**src/rtl/usb_rx_nrzi_decoder.sv**
```systemverilog
// USB RX line decoder: pin synchroniser, J/K/SE0/SE1 classification,
// NRZI decode, bit unstuffing, EOP qualification and packet tracking.
module usb_rx_nrzi_decoder #(
    parameter int SYNC_STAGES  = 2,
    parameter int STUFF_LEN    = 6,
    parameter int EOP_SE0_BITS = 2,
    parameter int CNT_W        = 3
) (
    input  logic clk,
    input  logic rst,
    input  logic d_plus,
    input  logic d_minus,
    input  logic sample_en,
    output logic rx_bit,
    output logic rx_bit_valid,
    output logic eop,
    output logic stuff_err,
    output logic line_err,
    output logic rx_active
);

    typedef enum logic [1:0] {
        IDLE,
        ACTIVE,
        EOP_SE0
    } state_t;

    // Line states as {D+, D-}
    localparam logic [1:0] LS_J   = 2'b10;
    localparam logic [1:0] LS_K   = 2'b01;
    localparam logic [1:0] LS_SE0 = 2'b00;

    localparam logic [CNT_W-1:0] STUFF_C = CNT_W'(STUFF_LEN);
    localparam logic [CNT_W-1:0] EOP_C   = CNT_W'(EOP_SE0_BITS);
    localparam logic [CNT_W-1:0] CNT_MAX = '1;
    localparam logic [CNT_W-1:0] CNT_ONE = CNT_W'(1);

    logic [SYNC_STAGES-1:0] dp_q;
    logic [SYNC_STAGES-1:0] dm_q;
    logic [1:0]             line_d;
    logic                   nrzi_d;

    state_t                 state_q;
    logic [1:0]             prev_q;
    logic [CNT_W-1:0]       ones_q;
    logic [CNT_W-1:0]       se0_q;

    // Metastability chain on both pins; idles at J
    always_ff @(posedge clk) begin
        if (rst) begin
            dp_q <= '1;
            dm_q <= '0;
        end else begin
            dp_q[0] <= d_plus;
            dm_q[0] <= d_minus;
            for (int i = 1; i < SYNC_STAGES; i++) begin
                dp_q[i] <= dp_q[i-1];
                dm_q[i] <= dm_q[i-1];
            end
        end
    end

    assign line_d = {dp_q[SYNC_STAGES-1], dm_q[SYNC_STAGES-1]};
    assign nrzi_d = (line_d == prev_q);

    // Packet FSM: decode, unstuff, qualify EOP; all outputs registered
    always_ff @(posedge clk) begin
        if (rst) begin
            state_q      <= IDLE;
            prev_q       <= LS_J;
            ones_q       <= '0;
            se0_q        <= '0;
            rx_bit       <= 1'b0;
            rx_bit_valid <= 1'b0;
            eop          <= 1'b0;
            stuff_err    <= 1'b0;
            line_err     <= 1'b0;
            rx_active    <= 1'b0;
        end else begin
            rx_bit_valid <= 1'b0;
            eop          <= 1'b0;
            stuff_err    <= 1'b0;
            line_err     <= 1'b0;
            if (sample_en) begin
                unique case (state_q)
                    IDLE: begin
                        if (line_d == LS_K) begin
                            rx_bit       <= 1'b0;
                            rx_bit_valid <= 1'b1;
                            prev_q       <= LS_K;
                            ones_q       <= '0;
                            state_q      <= ACTIVE;
                            rx_active    <= 1'b1;
                        end
                    end
                    ACTIVE: begin
                        unique case (line_d)
                            LS_J, LS_K: begin
                                prev_q <= line_d;
                                if (ones_q == STUFF_C) begin
                                    // Stuff bit: dropped, must be a 0
                                    ones_q    <= '0;
                                    stuff_err <= nrzi_d;
                                end else begin
                                    rx_bit       <= nrzi_d;
                                    rx_bit_valid <= 1'b1;
                                    ones_q       <= nrzi_d ? ones_q + CNT_ONE : '0;
                                end
                            end
                            LS_SE0: begin
                                se0_q   <= CNT_ONE;
                                state_q <= EOP_SE0;
                            end
                            default: begin
                                // SE1 sample is discarded, prev line kept
                                line_err <= 1'b1;
                            end
                        endcase
                    end
                    EOP_SE0: begin
                        if (line_d == LS_SE0) begin
                            if (se0_q != CNT_MAX) begin
                                se0_q <= se0_q + CNT_ONE;
                            end
                        end else begin
                            if (line_d == LS_J && se0_q >= EOP_C) begin
                                eop <= 1'b1;
                            end else begin
                                line_err <= 1'b1;
                            end
                            state_q   <= IDLE;
                            prev_q    <= LS_J;
                            ones_q    <= '0;
                            se0_q     <= '0;
                            rx_active <= 1'b0;
                        end
                    end
                    default: begin
                        state_q <= IDLE;
                    end
                endcase
            end
        end
    end

endmodule
```
**config.mk**
```make
export PLATFORM = sky130hd
export DESIGN_NAME = usb_rx_nrzi_decoder
export DESIGN_NICKNAME = d
export VERILOG_FILES = /design/src/rtl/usb_rx_nrzi_decoder.sv
export SDC_FILE = /design/constraint.sdc
export NUM_CORES = 1
export LEC_CHECK = 0
export BUFFER_PORTS_ARGS = -buffer_cell sky130_fd_sc_hd__buf_4
export CAP_MARGIN = 20
export CORE_AREA = 3 3 65 67
export DETAILED_ROUTE_END_ITERATION = 8
export DIE_AREA = 0 0 68 70
export PLACE_DENSITY_LB_ADDON = 0.15
export SYNTH_ARGS = -nofsm -noshare
export SYNTH_HDL_FRONTEND = slang
export SYNTH_SLANG_ARGS = --single-unit
```
**constraint.sdc**
```tcl
create_clock -name clk -period 2.5 [get_ports clk]
set_input_delay 0.125 -clock clk [delete_from_list [all_inputs] [get_ports clk]]
set_output_delay 0.125 -clock clk [all_outputs]
set_load 0.01 [all_outputs]
```
==> metrics.sh, run 1 <==
OUTCOME='finished clean'
SYNTH.LIB_CELLS_USED.DISTINCT=43
YS_WARN_COUNT=0
AREA_GROWTH_SYN_TO_LAYOUT_PCT=13.0
SYNTH_SIMPLE_GATE_AREA_SHARE=0.196
CORE_UM2=3690
IO_BUFFERS=10
CLOCK_INSERTION_DELAY_WORST_SKEW_NS=0.26
CTS_MADE_BUFFERS=3
PATH_CLASS='flip-flop to flip-flop'
AGGREGATE_NEGATIVE_SETUP_SLACK_NS=0
MAPPEDNETLISTAREA_UM2=1140
SYNTH.AREA.MUX_SHARE=0.00881
REPORT.FINAL.SETUP_VIOL=0
CTS_HOLD_BUF=0
POST_SYNTHESIS_COMPOUND_GATE_AREA_FRACTION=0.207
SETUP.REG_TO_REG.WORST_SLACK_NS=0.65
NUM-NETS-FINAL=154
GRT_FIRST_PASS_WIRELENGTH_UM=4060
GLOBAL_ROUTE.USAGE.TOTAL=0.110
MIN_PATH_TYPE='primary input to flip-flop'
DIE_HEIGHT_UM=70
RSZ0062_AT_GRT='no'
POSTSYNTHNETCOUNT=144
SYNTHCELLS=126
WORSTMARGINPINSLEW_NS=0.514
WORST_R2R_STARTPOINT='dp_q[1]'
ENDPOINT_TYPE_OF_THE_WORST_SETUP_PATH='flip-flop'
FIN_WORST_HOLD_SLACK_NS=0.0475
FINAL_CELL_COUNT_NO_FILL=183
NUMBER_OF_ANTENNA_VIOLATIONS_AT_THE_FIRST_CHECK_IN_GLOBAL_ROUTING=0
SETUP.WORST_PATH.START='dp_q[1]'
MAXSLEWHEADROOM=0.657
DRIVE_ABOVE_1_SHARE=0.178
CELL_AREA_POWER_DENSITY_nW_PER_UM2=487
VIA_COUNT=889
YOSYS_MOST_USED_DFF='sky130_fd_sc_hd__dfxtp_1'
CRITPATHARRIVALTIME_NS=2.00
GPL.FINAL_WEIGHTED_CONGESTION=0.782
SYNTHXORXNORAREAFRAC=0.0154
TRITONCTS='built'
FINAL_MIN_PERIOD_OVER_CLOCK_PERIOD=0.740
DOMINANT_COMBINATIONAL_CELL_FAMILY_BY_AREA_AFTER_SYNTHESIS='compound AO/OA/AOI/OAI gates'
ASYNC_FLOP_SHARE=0
TIMING.FINAL.MAX_SLEW_VIOLATIONS=0
CLKSLEWWORSTSETUPHOLDPATHS_NS=0.07
ROUTE.DETAILED.WL_PER_INST_UM=12.6
POSTROUTEWIRELENGTH_UM=2310
FP.DIEAREA_UM2=4760
IO_PINS=11
FIN_TOTAL_PWR_uW=625
FINAL_CELL_MIX='sky130_fd_sc_hd__dfxtp_1 (20), sky130_fd_sc_hd__ha_1 (13), sky130_fd_sc_hd__inv_1 (11)'
REMAINING_DRC_ERRORS=0
CTS_RESIZED=0
DP_HPWL_UM=1720
CLOCK_TREE.ROOT_CELL='sky130_fd_sc_hd__clkbuf_8'
WORST_IR_DROP_VDD_mV=0.361
SETUP.WORST_PATH.START_CLASS='flip-flop'
TIMING.CRITICAL_PATH.FANOUT_MAX=7
CTS_SETUP_BUFFERS=0
GRT.OVERFLOW.TOTAL=0
DRT-PASS1-ITER-COUNT=4
FINAL-HOLD-VIOLATION-COUNT=0
DIE_WIDTH_UM=68
TIMING.FINAL.CRIT_PERIOD_NS=1.85
WORST_EP_REQUIRED_NS=2.65
CTS.SINKS=20
PIN_COUNT_OF_THE_BIGGEST_NET_ENTERING_GLOBAL_ROUTING=21
SYNTH.YOSYS.SEQ_AREA_SHARE=0.352
FIRST_GLOBAL_VIAS=898
POSTLAYOUTCOREUTIL=0.348
WORSTSETUPENDPOINT='prev_q[1]'
N_ANTENNA_CELL=0
FP-ROW-COUNT=22
H-TREE-DEPTH=1
YOSYS.AREA_SHARE.ADDER=0.143
MAX_CLOCK_FREQ_MHz=541
MOSTFREQUENTLAYOUTCELL='sky130_fd_sc_hd__dfxtp_1'
DRT_FIRST_ITER_VIOLATIONS=31
REMAINING_NUMBER_OF_NETS_FLAGGED_BY_THE_ANTENNA_CHECK_AFTER_ROUTING=0
TIMING.MAX_CAP.VIOLATIONS=0
DP_CELLS=179
CELLLEAKAGEPOWER_uW=0.000506
SYNTH_ENABLE_FLOP_CELLS=0
POSTSYNTHREGISTERBITS=20
WORST-R2R-CELL-COUNT=6
SYN_AVG_CELL_AREA_UM2=9.02
FINCLKSKEW_NS=0.00273
INITIAL_UTILIZATION=0.308
RR_ENDPOINT='prev_q[1]'
ROUTED_VIA_DENSITY=4.86
CLOCKBUFFERDEPTH=2
## layout make-up
type                    count  area [um^2]
inverters                  12         45.0
repair buffers             10         75.1
well taps                  48         60.1
fillers                   391         2400
flip-flops and latches     20          400
multi-input cells          89          648
clock buffers               4         55.1
## metrics by stage
| step | worst slack, ns | area [um^2] |
|---|---|---|
| floorplan | 0.947 | 1140 |
| global placement | 0.636 | 1230 |
| detailed placement | 0.672 | 1230 |
| CTS | 0.652 | 1280 |
| global route | 0.469 | 1280 |
| finish | 0.651 | 1280 |
## registers in the layout, summed over array words and instances (netlist names)
signal and count:
ones_q 3, state_q 2, eop 1, rx_active 1, dm_q 2, rx_bit_valid 1, se0_q 3, dp_q 2
rx_bit 1, line_err 1, stuff_err 1, prev_q 2
## synth_stat cells (all sizes together) (4+ instances only)
cell   instances  area [um^2]
a21oi         11         66.3
nor2           5         18.8
buf            5         42.5
dfxtp         20          400
nand2         10         42.5
nand3          4         20.0
ha            13          163
inv           12         45.0
nor2b          4         27.5
## worst min path at each step
stage | to | depth (start not counted) | startpoint
after detailed placement | dp_q[0] | 2 | d_plus
after global placement | dp_q[0] | 2 | d_plus
after floorplan | dp_q[0] | 1 | d_plus
after global routing | dp_q[0] | 2 | d_plus
after CTS | dp_q[0] | 2 | d_plus
final | dp_q[0] | 2 | d_plus
## cells by family (layout without fill, tap and decap cells)
group,after synthesis,count (layout)
flip-flops,20,20
buffers and inverters,17,26
XOR/XNOR,2,2
multiplexers,1,1
AO/OA/AOI/OAI,33,33
AND/OR/NAND/NOR,40,40
adder cells (fa/ha/maj),13,13
## power by group
part	switching, uW	internal, uW	total, uW
registers	4.43	324	329
logic	27.5	20.3	47.9
clock network	108	140	248
## worst max-delay path, cell delays in order, from the launching register on
cell	delay [ns]
sky130_fd_sc_hd__dfxtp_1	0.41
sky130_fd_sc_hd__inv_1	0.09
sky130_fd_sc_hd__ha_1	0.28
sky130_fd_sc_hd__nand2_1	0.21
sky130_fd_sc_hd__and3_1	0.36
sky130_fd_sc_hd__nand2_2	0.10
sky130_fd_sc_hd__a211o_1	0.29
## routing by layer
metal  GRT usage  share of wire
met5           0              0
met4      0.0419          0.017
met3      0.0370          0.042
met2       0.179           0.47
met1       0.129           0.47
Note: power is estimated with default switching activity, not from simulation.
==> inputs of run 2 (changes only) <==
- clock period: 2.5 -> 1.6 ns (I/O delays scaled with it)
==> run 2 against run 1 <==
Against the previous run: clock skew grew 0.0025 ns; largest cell class unchanged; sequential cell count stayed put; critical path type unchanged; first-iteration DRC count down 58%; critical endpoint is now se0_q[1].
==> metrics.sh, run 2 (synthesized netlist as in run 1, its figures left out) <==
REMAINING_NUMBER_OF_NETS_FLAGGED_BY_THE_ANTENNA_CHECK_AFTER_ROUTING=0
FINCLKSKEW_NS=0.00520
WORST_EP_REQUIRED_NS=1.76
MAXSLEWHEADROOM=0.809
DRT_FIRST_ITER_VIOLATIONS=13
VIA_COUNT=990
CTS.SINKS=20
RR_ENDPOINT='se0_q[1]'
FP-ROW-COUNT=22
ENDPOINT_TYPE_OF_THE_WORST_SETUP_PATH='flip-flop'
DP_HPWL_UM=1950
CLKSLEWWORSTSETUPHOLDPATHS_NS=0.08
DIE_HEIGHT_UM=70
NUMBER_OF_ANTENNA_VIOLATIONS_AT_THE_FIRST_CHECK_IN_GLOBAL_ROUTING=0
TRITONCTS='built'
FINAL-HOLD-VIOLATION-COUNT=0
OUTCOME='finished clean'
TIMING.CRITICAL_PATH.MAX_DELAY_FAMILY='compound AO/OA/AOI/OAI gates'
CRIT_CHAIN='inv_1 > ha_4 > nor2b_2 > a32o_2 > a211o_1 > o41ai_2'
POSTPLACECELLAREA_UM2=1380
GLOBAL_ROUTE.USAGE.TOTAL=0.123
DP_WORST_SETUP_SLACK_NS=-0.0511
CRITICAL-PATH-MAX-STAGE-DELAY_NS=0.33
SETUP_WS_NS=0.0921
REPORT.FINAL.SETUP_VIOL=0
WORST_HOLD_STARTPOINT='d_minus'
HOLD_PATH_DEPTH=2
GPL.FINAL_WEIGHTED_CONGESTION=0.855
CRITPATHARRIVALTIME_NS=1.66
REMAINING_DRC_ERRORS=0
WORST-PATH-BUF-INV=1
DP_CELLS=199
AGGREGATE_NEGATIVE_SETUP_SLACK_NS=0
WORST_IR_DROP_VDD_mV=0.391
CELL_AREA_POWER_DENSITY_nW_PER_UM2=663
FIRST_GLOBAL_VIAS=989
CELLLEAKAGEPOWER_uW=0.000618
FINISH.INSTANCE_AREA_UM2=1520
POSTROUTEWIRELENGTH_UM=2630
WORST_R2R_STARTPOINT='state_q[0]'
DRT-PASS1-ITER-COUNT=4
GRT.OVERFLOW.TOTAL=0
CLOCK_INSERTION_DELAY_WORST_SKEW_NS=0.26
TIMING.CRITICAL_PATH.FANOUT_MAX=6
MIN_PATH_TYPE='primary input to flip-flop'
MIN_DELAY_WORST_ENDPOINT='dm_q[0]'
PATH_CLASS='flip-flop to flip-flop'
TIMING.CRITICAL_PATH.DEPTH=6
INITIAL_UTILIZATION=0.308
MAX_CLOCK_FREQ_MHz=663
ROUTED_VIA_DENSITY=4.83
AREA_GROWTH_SYN_TO_LAYOUT_PCT=33.5
SETUP.REG_TO_REG.WORST_SLACK_NS=0.09
RSZ0062_AT_GRT='no'
NUM-NETS-FINAL=176
CORE_UM2=3690
ROUTE.DETAILED.WL_PER_INST_UM=12.8
CLOCKBUFFERDEPTH=2
BIGGESTREGSBYFLOPS='ones_q x3, se0_q x3'
WORST-R2R-CELL-COUNT=6
FINAL_MIN_PERIOD_OVER_CLOCK_PERIOD=0.942
SETUP.WORST_PATH.START_CLASS='flip-flop'
FINAL_CELL_COUNT_NO_FILL=205
TIMING.FINAL.CRIT_PERIOD_NS=1.51
DIE_WIDTH_UM=68
LAYOUT.FILLER_CELLS=385
PIN_COUNT_OF_THE_BIGGEST_NET_ENTERING_GLOBAL_ROUTING=21
WORSTMARGINPINSLEW_NS=0.284
MOSTFREQUENTLAYOUTCELL='sky130_fd_sc_hd__buf_4'
WORST_PATH_MAX_DELAY_CELL='sky130_fd_sc_hd__dfxtp_2'
TIMING.MAX_CAP.VIOLATIONS=0
CLOCK_TREE.ROOT_CELL='sky130_fd_sc_hd__clkbuf_8'
FINAL_CELL_MIX='sky130_fd_sc_hd__buf_4 (31), sky130_fd_sc_hd__dfxtp_1 (16), sky130_fd_sc_hd__inv_1 (10), sky130_fd_sc_hd__a21oi_1 (10), sky130_fd_sc_hd__ha_1 (10)'
GRT_FIRST_PASS_WIRELENGTH_UM=4550
TIMING.FINAL.MAX_SLEW_VIOLATIONS=0
IO_PINS=11
CTS_MADE_BUFFERS=3
H-TREE-DEPTH=1
DRIVE_ABOVE_1_SHARE=0.369
IO_BUFFERS=10
FP.DIEAREA_UM2=4760
N_ANTENNA_CELL=0
run 2: changes by cell type in the layout (fill, tap and decap cells not counted), sizes merged:
cell | previous run | this run
buf | 10 | 31
dlygate4sd3 | 0 | 1
run 2: repair_timing:
item                                    CTS  global route
hold buffers                              1             0
endpoints found under the setup margin    3            11
cloned                                    0             0
endpoints found under the hold margin     1             0
pin swaps                                 0             1
resized for setup                         4            13
buffers inserted                          0             1
run 2: where the power goes:
part           internal [uW]  total [uW]  leakage [uW]  switching (uW)
registers                507         512      0.000164            5.13
clock network            219         393     0.0000288             173
logic                   49.2         101      0.000425            51.7
run 2: worst reg2reg max path: cells and delay by family (launching register included):
kind | cells | cell delay (ns)
DFF | 1 | 0.33
adders and majority gates | 1 | 0.20
AOI/OAI and AO/OA | 3 | 0.63
buffers and inverters | 1 | 0.09
and+or+nand+nor | 1 | 0.16
run 2: area by class of cell:
cell class              instances  area, um^2  share of cell area
well taps                      48        60.1              0.0396
flip-flops and latches         20         405               0.267
clock buffers                   4        55.1              0.0363
multi-input cells              89         708               0.467
repair buffers                 32         243               0.160
inverters                      12        45.0              0.0297
run 2: metrics by stage:
stage | util | total power [uW] | hold slack, ns
after global routing | 0.411 | 1060 | 0.0446
after global placement | 0.374 | 617 | 0.268
final | 0.411 | 1010 | 0.0444
after floorplan | - | 580 | 0.184
after CTS | 0.395 | 1020 | 0.0440
after detailed placement | 0.374 | 617 | 0.268
run 2: worst max path at each step:
| stage | startpoint | to | slack, ns |
|---|---|---|---|
| 2_1_floorplan | dp_q[1] | prev_q[1] | 0.05 |
| 3_3_place_gp | state_q[0] | se0_q[2] | -0.05 |
| 3_5_place_dp | state_q[0] | se0_q[2] | -0.05 |
| 4_1_cts | state_q[0] | se0_q[2] | 0.0006 |
| 5_1_grt | se0_q[0] | se0_q[1] | 0.003 |
| 6_report | state_q[0] | se0_q[1] | 0.09 |
run 2: routing by layer:
layer  GRT usage  up-vias  share of wire
met5           0        -              0
met4      0.0265        0         0.0072
met3      0.0338        2          0.026
met2       0.200        8           0.51
met1       0.159      474           0.45
li1            -      506              -
==> inputs of run 3 (changes only) <==
- CORE_AREA: 3 3 65 67 -> 2 2 64 66
- DIE_AREA: 0 0 68 70 -> 0 0 66 68
- RECOVER_POWER: not set -> 25
==> run 3 against run 2 <==
Against the previous run: core utilization down 2.3 points; design area fell by 1.2%; sequential cell count stayed put; critical path depth is the same.
==> metrics.sh, run 3 (synthesized netlist as in run 1, its figures left out) <==
DP_HPWL_UM=1920
PATH_CLASS='flip-flop to flip-flop'
DP_WORST_SETUP_SLACK_NS=-0.0451
CTS.SINKS=20
DRT-PASS1-ITER-COUNT=4
ENDPOINT_TYPE_OF_THE_WORST_SETUP_PATH='flip-flop'
SETUP.REG_TO_REG.WORST_SLACK_NS=0.06
REMAINING_NUMBER_OF_NETS_FLAGGED_BY_THE_ANTENNA_CHECK_AFTER_ROUTING=0
AREA.SEQUENTIAL_UM2=409
CORE_UM2=3860
FP-ROW-COUNT=23
BIGGESTREGSBYFLOPS='ones_q x3, se0_q x3'
MAXSLEWHEADROOM=0.789
MOSTFREQUENTLAYOUTCELL='sky130_fd_sc_hd__buf_4'
IO_PINS=11
SETUP.WORST_PATH.START_CLASS='flip-flop'
TIMING.FINAL.CRIT_PERIOD_NS=1.54
WORST_R2R_STARTPOINT='dm_q[1]'
LAYOUT.FILLER_CELLS=415
MULTIINPUTGATEAREA_UM2=702
NUM-NETS-FINAL=175
CLOCKBUFFERDEPTH=2
CLOCK_INSERTION_DELAY_WORST_SKEW_NS=0.27
RSZ0062_AT_GRT='no'
SETUP_WS_NS=0.0617
FINCLKSKEW_NS=0.00369
MIN_PATH_TYPE='primary input to flip-flop'
FINAL_CELL_MIX='sky130_fd_sc_hd__buf_4 (27), sky130_fd_sc_hd__dfxtp_1 (15), sky130_fd_sc_hd__inv_1 (11)'
RR_ENDPOINT='prev_q[1]'
MIN_DELAY_WORST_ENDPOINT='dm_q[0]'
DRIVE_ABOVE_1_SHARE=0.346
GRT_FIRST_PASS_WIRELENGTH_UM=4450
ROUTED_VIA_DENSITY=4.72
FINAL-HOLD-VIOLATION-COUNT=0
DIE_WIDTH_UM=66
WORST-R2R-CELL-COUNT=6
CTS_MADE_BUFFERS=3
HOLD_PATH_DEPTH=2
OUTCOME='finished clean'
PIN_COUNT_OF_THE_BIGGEST_NET_ENTERING_GLOBAL_ROUTING=21
IO_BUFFERS=10
CELLLEAKAGEPOWER_uW=0.000595
DIE_HEIGHT_UM=68
GPL.FINAL_WEIGHTED_CONGESTION=0.750
REMAINING_DRC_ERRORS=0
AREA_GROWTH_SYN_TO_LAYOUT_PCT=31.8
REPORT.FINAL.SETUP_VIOL=0
MAX_CLOCK_FREQ_MHz=650
TRITONCTS='built'
FP.DIEAREA_UM2=4490
N_ANTENNA_CELL=0
TIMING.MAX_CAP.VIOLATIONS=0
INITIAL_UTILIZATION=0.295
WORST_IR_DROP_VDD_mV=0.351
ROUTE.DETAILED.WL_PER_INST_UM=12.7
FINAL_MIN_PERIOD_OVER_CLOCK_PERIOD=0.961
CLOCK_TREE.ROOT_CELL='sky130_fd_sc_hd__clkbuf_8'
FIRST_GLOBAL_VIAS=955
GLOBAL_ROUTE.USAGE.TOTAL=0.131
NUMBER_OF_ANTENNA_VIOLATIONS_AT_THE_FIRST_CHECK_IN_GLOBAL_ROUTING=0
TIMING.FINAL.MAX_SLEW_VIOLATIONS=0
DP_CELLS=200
CLKSLEWWORSTSETUPHOLDPATHS_NS=0.08
WORSTMARGINPINSLEW_NS=0.314
CELL_AREA_POWER_DENSITY_nW_PER_UM2=676
VIA_COUNT=972
H-TREE-DEPTH=1
DRT_FIRST_ITER_VIOLATIONS=30
TIMING.CRITICAL_PATH.FANOUT_MAX=5
FINAL_CELL_COUNT_NO_FILL=206
GRT.OVERFLOW.TOTAL=0
POSTROUTEWIRELENGTH_UM=2610
WORST_EP_REQUIRED_NS=1.82
CRITPATHARRIVALTIME_NS=1.75
WORST_HOLD_STARTPOINT='d_minus'
run 3: cell types whose count changed in the layout (fill, tap and decap cells not counted), sizes merged:
cell,change
buf,-4
clkbuf,+3
run 3: power by group:
group | internal (uW) | switching [uW]
Sequential | 506 | 5.43
Clock | 220 | 185
Combinational | 46.7 | 50.9
run 3: final cells by class:
class / instances / share of cell area
Timing Repair Buffer: 31 / 0.150
Multi-Input combinational cell: 89 / 0.469
Tap cell: 50 / 0.0418
Clock buffer: 4 / 0.0368
Sequential cell: 20 / 0.273
Inverter: 12 / 0.0301
run 3: worst max path at each step:
stage               cells past startpoint        from        end  slack, ns
floorplan                               7     dp_q[1]  prev_q[1]       0.05
global placement                        6  state_q[0]  prev_q[1]     -0.003
detailed placement                      6  state_q[0]   se0_q[1]      -0.05
CTS                                     6  state_q[1]   se0_q[1]       0.01
global route                            6     dm_q[1]  prev_q[1]     0.0008
finish                                  6     dm_q[1]  prev_q[1]       0.06
run 3: repair_timing:
item	in CTS	in global routing
pin swaps	0	1
resized for setup	4	15
hold buffers	1	0
setup endpoints to repair	4	10
buffers inserted	0	1
endpoints found under the hold margin	1	0
run 3: metrics by stage:
stage	total power [uW]	hold slack [ns]	util	area (um^2)	setup TNS, ns
floorplan	580	0.184	-	1140	0
global placement	614	0.271	0.356	1370	-0.00343
detailed placement	614	0.268	0.356	1370	-0.100
CTS	1020	0.0207	0.376	1450	0
global route	1070	0.0678	0.388	1500	0
finish	1010	0.0240	0.388	1500	0
run 3: metal layers:
layer / up-vias / part of all wire / global-route usage
met5: - / 0 / 0
met4: 0 / 0.018 / 0.0561
met3: 5 / 0.023 / 0.0214
met2: 10 / 0.47 / 0.221
met1: 453 / 0.49 / 0.166
li1: 504 / - / -
run 3: worst max-delay path, stage by stage (launching register included):
cell	delay, ns
sky130_fd_sc_hd__dfxtp_2	0.35
sky130_fd_sc_hd__inv_1	0.06
sky130_fd_sc_hd__ha_2	0.33
sky130_fd_sc_hd__inv_1	0.09
sky130_fd_sc_hd__a21o_4	0.26
sky130_fd_sc_hd__nor4b_2	0.26
sky130_fd_sc_hd__a211o_1	0.14
